**config.mk**
```make
export PLATFORM = sky130hd
export DESIGN_NAME = alu_seq
export DESIGN_NICKNAME = d
export VERILOG_FILES = /design/src/rtl/alu_seq.sv
export SDC_FILE = /design/constraint.sdc
export NUM_CORES = 1
export LEC_CHECK = 0
export BUFFER_PORTS_ARGS = -buffer_cell sky130_fd_sc_hd__buf_2
export CAP_MARGIN = 20
export CORE_MARGIN = 2
export CORE_UTILIZATION = 45
export DETAILED_ROUTE_END_ITERATION = 10
export PLACE_DENSITY_LB_ADDON = 0.05
export SYNTH_ARGS = -nofsm -noshare
export SYNTH_HDL_FRONTEND = slang
export SYNTH_SLANG_ARGS = --single-unit
```
**constraint.sdc**
```tcl
create_clock -name clk -period 3.96 [get_ports clk]
set_clock_uncertainty 0.15 [all_clocks]
set_input_delay 0.198 -clock clk [delete_from_list [all_inputs] [get_ports clk]]
set_output_delay 0.198 -clock clk [all_outputs]
set_load 0.05 [all_outputs]
```
**src/rtl/alu_seq.sv**
```systemverilog
// rtl/alu_seq.sv - registered ALU with valid/ready handshake and multi-cycle shift-add multiplier
// One operation in flight: IDLE accepts, BUSY iterates MUL, DONE holds the result until taken.
module alu_seq #(
  parameter int WIDTH = 8,
  parameter int SHW   = 3
) (
  input  logic             clk,
  input  logic             rst,
  input  logic             in_valid,
  output logic             in_ready,
  input  logic [3:0]       op,
  input  logic [WIDTH-1:0] a,
  input  logic [WIDTH-1:0] b,
  output logic             out_valid,
  input  logic             out_ready,
  output logic [WIDTH-1:0] result,
  output logic             carry,
  output logic             zero,
  output logic             slt,
  output logic             overflow,
  output logic             err
);

  localparam logic [3:0] OP_AND = 4'b0000;
  localparam logic [3:0] OP_OR  = 4'b0001;
  localparam logic [3:0] OP_ADD = 4'b0010;
  localparam logic [3:0] OP_SUB = 4'b0110;
  localparam logic [3:0] OP_SLT = 4'b0111;
  localparam logic [3:0] OP_NOR = 4'b1100;
  localparam logic [3:0] OP_MUL = 4'b1000;
  localparam logic [3:0] OP_SLL = 4'b1001;
  localparam logic [3:0] OP_SRL = 4'b1010;

  localparam logic [SHW:0] MUL_STEPS = (SHW+1)'(WIDTH);

  typedef enum logic [1:0] {
    S_IDLE = 2'd0,
    S_BUSY = 2'd1,
    S_DONE = 2'd2
  } state_t;

  state_t               state_q, state_d;
  logic [WIDTH-1:0]     result_q, result_d;
  logic                 carry_q, carry_d;
  logic                 zero_q, zero_d;
  logic                 slt_q, slt_d;
  logic                 overflow_q, overflow_d;
  logic                 err_q, err_d;
  logic [2*WIDTH-1:0]   acc_q, acc_d;
  logic [2*WIDTH-1:0]   mcand_q, mcand_d;
  logic [WIDTH-1:0]     mplier_q, mplier_d;
  logic [SHW:0]         cnt_q, cnt_d;

  logic [WIDTH:0]       add_sum, sub_sum;
  logic                 add_ovf, sub_ovf, sub_lt;
  logic [WIDTH-1:0]     alu_res;
  logic                 alu_carry, alu_slt, alu_ovf, alu_err;
  logic [2*WIDTH-1:0]   acc_step;

  // Single-cycle datapath, evaluated directly on the incoming operands.
  always_comb begin
    add_sum   = {1'b0, a} + {1'b0, b};
    sub_sum   = {1'b0, a} + {1'b0, ~b} + {{WIDTH{1'b0}}, 1'b1};
    add_ovf   = (a[WIDTH-1] == b[WIDTH-1]) && (add_sum[WIDTH-1] != a[WIDTH-1]);
    sub_ovf   = (a[WIDTH-1] != b[WIDTH-1]) && (sub_sum[WIDTH-1] != a[WIDTH-1]);
    sub_lt    = sub_sum[WIDTH-1] ^ sub_ovf;
    alu_res   = '0;
    alu_carry = 1'b0;
    alu_slt   = 1'b0;
    alu_ovf   = 1'b0;
    alu_err   = 1'b0;
    case (op)
      OP_AND: alu_res = a & b;
      OP_OR:  alu_res = a | b;
      OP_NOR: alu_res = ~(a | b);
      OP_ADD: begin
        alu_res   = add_sum[WIDTH-1:0];
        alu_carry = add_sum[WIDTH];
        alu_ovf   = add_ovf;
      end
      OP_SUB: begin
        alu_res   = sub_sum[WIDTH-1:0];
        alu_carry = sub_sum[WIDTH];
        alu_ovf   = sub_ovf;
        alu_slt   = sub_lt;
      end
      OP_SLT: begin
        alu_res   = {{(WIDTH-1){1'b0}}, sub_lt};
        alu_carry = sub_sum[WIDTH];
        alu_slt   = sub_lt;
      end
      OP_SLL: alu_res = a << b[SHW-1:0];
      OP_SRL: alu_res = a >> b[SHW-1:0];
      OP_MUL: alu_res = '0;
      default: alu_err = 1'b1;
    endcase
  end

  assign acc_step = mplier_q[0] ? (acc_q + mcand_q) : acc_q;

  always_comb begin
    state_d    = state_q;
    result_d   = result_q;
    carry_d    = carry_q;
    zero_d     = zero_q;
    slt_d      = slt_q;
    overflow_d = overflow_q;
    err_d      = err_q;
    acc_d      = acc_q;
    mcand_d    = mcand_q;
    mplier_d   = mplier_q;
    cnt_d      = cnt_q;
    case (state_q)
      S_IDLE: begin
        if (in_valid) begin
          if (op == OP_MUL) begin
            acc_d    = '0;
            mcand_d  = {{WIDTH{1'b0}}, a};
            mplier_d = b;
            cnt_d    = '0;
            state_d  = S_BUSY;
          end else begin
            result_d   = alu_res;
            carry_d    = alu_carry;
            zero_d     = (alu_res == '0);
            slt_d      = alu_slt;
            overflow_d = alu_ovf;
            err_d      = alu_err;
            state_d    = S_DONE;
          end
        end
      end
      S_BUSY: begin
        // WIDTH partial-product steps, then one edge to publish the product.
        if (cnt_q == MUL_STEPS) begin
          result_d   = acc_q[WIDTH-1:0];
          carry_d    = |acc_q[2*WIDTH-1:WIDTH];
          zero_d     = (acc_q[WIDTH-1:0] == '0);
          slt_d      = 1'b0;
          overflow_d = 1'b0;
          err_d      = 1'b0;
          state_d    = S_DONE;
        end else begin
          acc_d    = acc_step;
          mcand_d  = mcand_q << 1;
          mplier_d = mplier_q >> 1;
          cnt_d    = cnt_q + 1'b1;
        end
      end
      S_DONE: begin
        if (out_ready) state_d = S_IDLE;
      end
      default: state_d = S_IDLE;
    endcase
  end

  always_ff @(posedge clk) begin
    if (rst) begin
      state_q    <= S_IDLE;
      result_q   <= '0;
      carry_q    <= 1'b0;
      zero_q     <= 1'b0;
      slt_q      <= 1'b0;
      overflow_q <= 1'b0;
      err_q      <= 1'b0;
      acc_q      <= '0;
      mcand_q    <= '0;
      mplier_q   <= '0;
      cnt_q      <= '0;
    end else begin
      state_q    <= state_d;
      result_q   <= result_d;
      carry_q    <= carry_d;
      zero_q     <= zero_d;
      slt_q      <= slt_d;
      overflow_q <= overflow_d;
      err_q      <= err_d;
      acc_q      <= acc_d;
      mcand_q    <= mcand_d;
      mplier_q   <= mplier_d;
      cnt_q      <= cnt_d;
    end
  end

  assign in_ready  = (state_q == S_IDLE);
  assign out_valid = (state_q == S_DONE);
  assign result    = result_q;
  assign carry     = carry_q;
  assign zero      = zero_q;
  assign slt       = slt_q;
  assign overflow  = overflow_q;
  assign err       = err_q;

endmodule

```
==> results.toml <==
[global_routing]
grt_max_degree = 60
grt_pass1_wl_microns = 24100
gr-usage-all-layers = 0.266
first_global_vias = 4522
antenna_found_initial = 0
gr-total-overflow = 0

[sta]
tightest_slew_ns = 1.03
hold_viol_final = 0
slew_headroom = 0.312
fin_crit_ns = 3.81
setup_viol = 0
max_freq_mhz = 263
rsz0062_at_grt = "no"
tns_ns = 0
fin_hold_ws_ns = 0.00849
min_period_over_period = 0.961
slew_viol_final = 0

[floorplan]
coreArea_sq_um = 10400
start_util = 0.467
die_area_sq_um = 11600
pin_count = 39
die_x_microns = 108
row_count = 37
die_h_microns = 108

[worst_hold_path]
hp-class = "input port to flip-flop"

[synth]
synth_area_leaders = "dfxtp_1 (24%), ha_1 (11%), a21oi_1 (6.3%)"
synthesis.nets = 714
synth_top_area_cell = "dfxtp_1"
yosys_warnings = 0
synthCells = 644
synth_cell_types = 67
synth-seq-cells = 59
syn_avg_cell_area_sq_um = 7.55
ys_async_sr_fraction = 0
synth_edf_count = 0
dominantRegCellSynth = "dfxtp_1"
synth_top_cell_area_share = 0.243
netlist_area_sq_um = 4860
seq_area_frac_synth = 0.243
synth_common_cells = "nand2_1 (78), nor2_1 (75), a21oi_1 (61)"
synth_most_common_cell = "nand2_1"

[routing]
avgViaCountPerCell = 6.00
totalWireLength_microns = 14900
post-route-drc-count = 0
vias = 4965
dr.pass1.iters = 6
wl_per_cell_microns = 18.0
ant_nets = 0
drtIter0Drc = 496

[critical_path]
crit_path_cell_trace = "buf_2 -> inv_2 -> ha_4 -> or2_4 -> a211oi_4 -> nor2_1 -> o21bai_1 -> a21oi_1 -> nor2_1 -> nor2_1 -> fa_1 -> nand4b_1 -> nand2_1 -> a221oi_2 -> o221a_2 -> nand3_1 -> or4_1 -> or3_1 -> a311oi_2"
cp-endpoint = "zero$_SDFFE_PP0P_"
r2r-end = "acc_q[14]$_SDFFE_PP0P_"
crit_family = "simple AND/OR/NAND/NOR gates"
cp_slowest_cell = "or4_1"
path_max_fanout = 2
endpoint_kind = "flip-flop"
r2r_slack_ns = 0.89
path_class = "input port to flip-flop"
cp-start-kind = "input port"
worst-endpoint-required_ns = 4.07
crit_buf_inv = 2
rr_startpoint = "acc_q[0]$_SDFFE_PP0P_"
crit_arrival_ns = 3.91
critPathMaxStageDelay_ns = 0.53
rr_worst_depth = 10
critPathMostFrequentCell = "nor2_1"
critPathLaunch = "a[1]"
cp.depth = 19

[clocking]
cts-root-buf = "clkbuf_8"
path_clk_slew_ns = 0.07
h-tree-depth = 3
worstSkewPairLatency_ns = 0.34
numCtsBuffers = 9
cts_buffer_depth = 2
cts.sinks = 59
cts_tree = "done"

[final_layout]
fin_area_sq_um = 5550
utilization = 0.533
drive_above_1_share = 0.159
fillers = 1030
area_growth_pct = 14.1
diodes = 0
finalNonFillerCells = 827
final_nets = 757

[status]
status = "finished clean"

[power]
power_density_nw_per_um2 = 284
peakVddDrop_mv = 0.195
leakagePower_nw = 2.34

[place]
placed_cell_area_sq_um = 5270
dp_hpwl_microns = 11400
dp.cells = 808
place.gp.congestion = 0.962
port_buffers = 38

[job]
cap_violations = 0
[final cells by class]
class	instances	area (sq um)	share of cell area
Timing Repair Buffer	70	450	0.0812
Tap cell	136	170	0.0307
Inverter	28	105	0.0189
Clock buffer	11	151	0.0273
Sequential cell	59	1180	0.213
Clock inverter	4	50.0	0.00902
Multi-Input combinational cell	519	3440	0.620
[state kept, by name, indices dropped and copies added (netlist names)]
register and flops:
acc_q 16, carry 1, cnt_q 4, err 1, mcand_q 16, mplier_q 8
overflow 1, result 8, slt 1, state_q 2, zero 1
[layer usage]
metal | global-route usage | vias to the layer above | part of all wire
li1 | - | 2428 | -
met1 | 0.406 | 2346 | 0.50
met2 | 0.375 | 180 | 0.41
met3 | 0.0693 | 11 | 0.077
met4 | 0.0485 | 0 | 0.0080
met5 | 0 | - | 0
[repair_timing]
| action | CTS | global route |
|---|---|---|
| setup endpoints to repair | 0 | 1 |
| hold buffers | 1 | 1 |
| gates resized for setup | 0 | 8 |
| setup buffers | 0 | 2 |
| hold endpoints to repair | 1 | 5 |
[logic make-up (layout without fill, tap and decap cells)]
family / count (synthesis) / after routing / synth area share
adder cells (fa/ha/maj): 46 / 46 / 0.125
XOR/XNOR: 18 / 18 / 0.0324
multiplexers: 12 / 12 / 0.0347
AO/OA/AOI/OAI: 180 / 180 / 0.251
buffers and inverters: 66 / 113 / 0.0556
AND/OR/NAND/NOR: 263 / 263 / 0.258
flip-flops: 59 / 59 / 0.243
[layout by cell type (no fill, tap or decap), drive strengths merged, types with 6 or more instances in the layout]
| cell | instances |
|---|---|
| clkbuf | 11 |
| nand2b | 10 |
| nor4 | 6 |
| a22oi | 10 |
| or3 | 7 |
| or2 | 8 |
| xnor2 | 13 |
| o21ai | 19 |
| a21oi | 62 |
| a211o | 6 |
| nor2 | 75 |
| inv | 28 |
| nand2 | 78 |
| nor2b | 11 |
| a211oi | 13 |
| dfxtp | 59 |
| nor3 | 17 |
| a311oi | 15 |
| mux2i | 6 |
| nand3 | 23 |
| and3 | 7 |
| buf | 68 |
| ha | 42 |
[power by group]
group	total, mW	internal, mW	switching (mW)
Combinational	0.393	0.148	0.246
Sequential	0.618	0.607	0.0107
Clock	0.564	0.320	0.244
Total	1.58	1.07	0.500
[worst register-to-register path, delay by kind of cell, from the launching register on]
family / cells / cell delay, ns
adder cells (fa/ha/maj): 2 / 0.72
AND/OR/NAND/NOR: 1 / 0.05
AO/OA/AOI/OAI: 6 / 1.50
XOR/XNOR: 1 / 0.17
flip-flops: 1 / 0.37
[how the worst min path moves through the flow]
| stage | to | start | cells after the start | slack [ns] |
|---|---|---|---|---|
| floorplan | mplier_q[7]$_SDFFE_PP0P_ | b[7] | 2 | 0.18 |
| global placement | result[5]$_SDFFE_PP0P_ | result[5]$_SDFFE_PP0P_ | 2 | 0.29 |
| detailed placement | result[5]$_SDFFE_PP0P_ | result[5]$_SDFFE_PP0P_ | 2 | 0.30 |
| CTS | mplier_q[3]$_SDFFE_PP0P_ | b[3] | 3 | 0.0001 |
| global route | mplier_q[3]$_SDFFE_PP0P_ | b[3] | 3 | 0.02 |
| finish | mplier_q[3]$_SDFFE_PP0P_ | b[3] | 3 | 0.008 |
[through the flow]
stage          setup slack [ns]  total power, mW
6_report                  0.152             1.58
5_1_grt                 0.00228             1.65
4_1_cts                 0.00519             1.57
3_5_place_dp             -0.354             1.00
3_3_place_gp             -0.186             1.00
2_1_floorplan            0.0618            0.880
No activity file was read; power rests on OpenSTA's default activity.
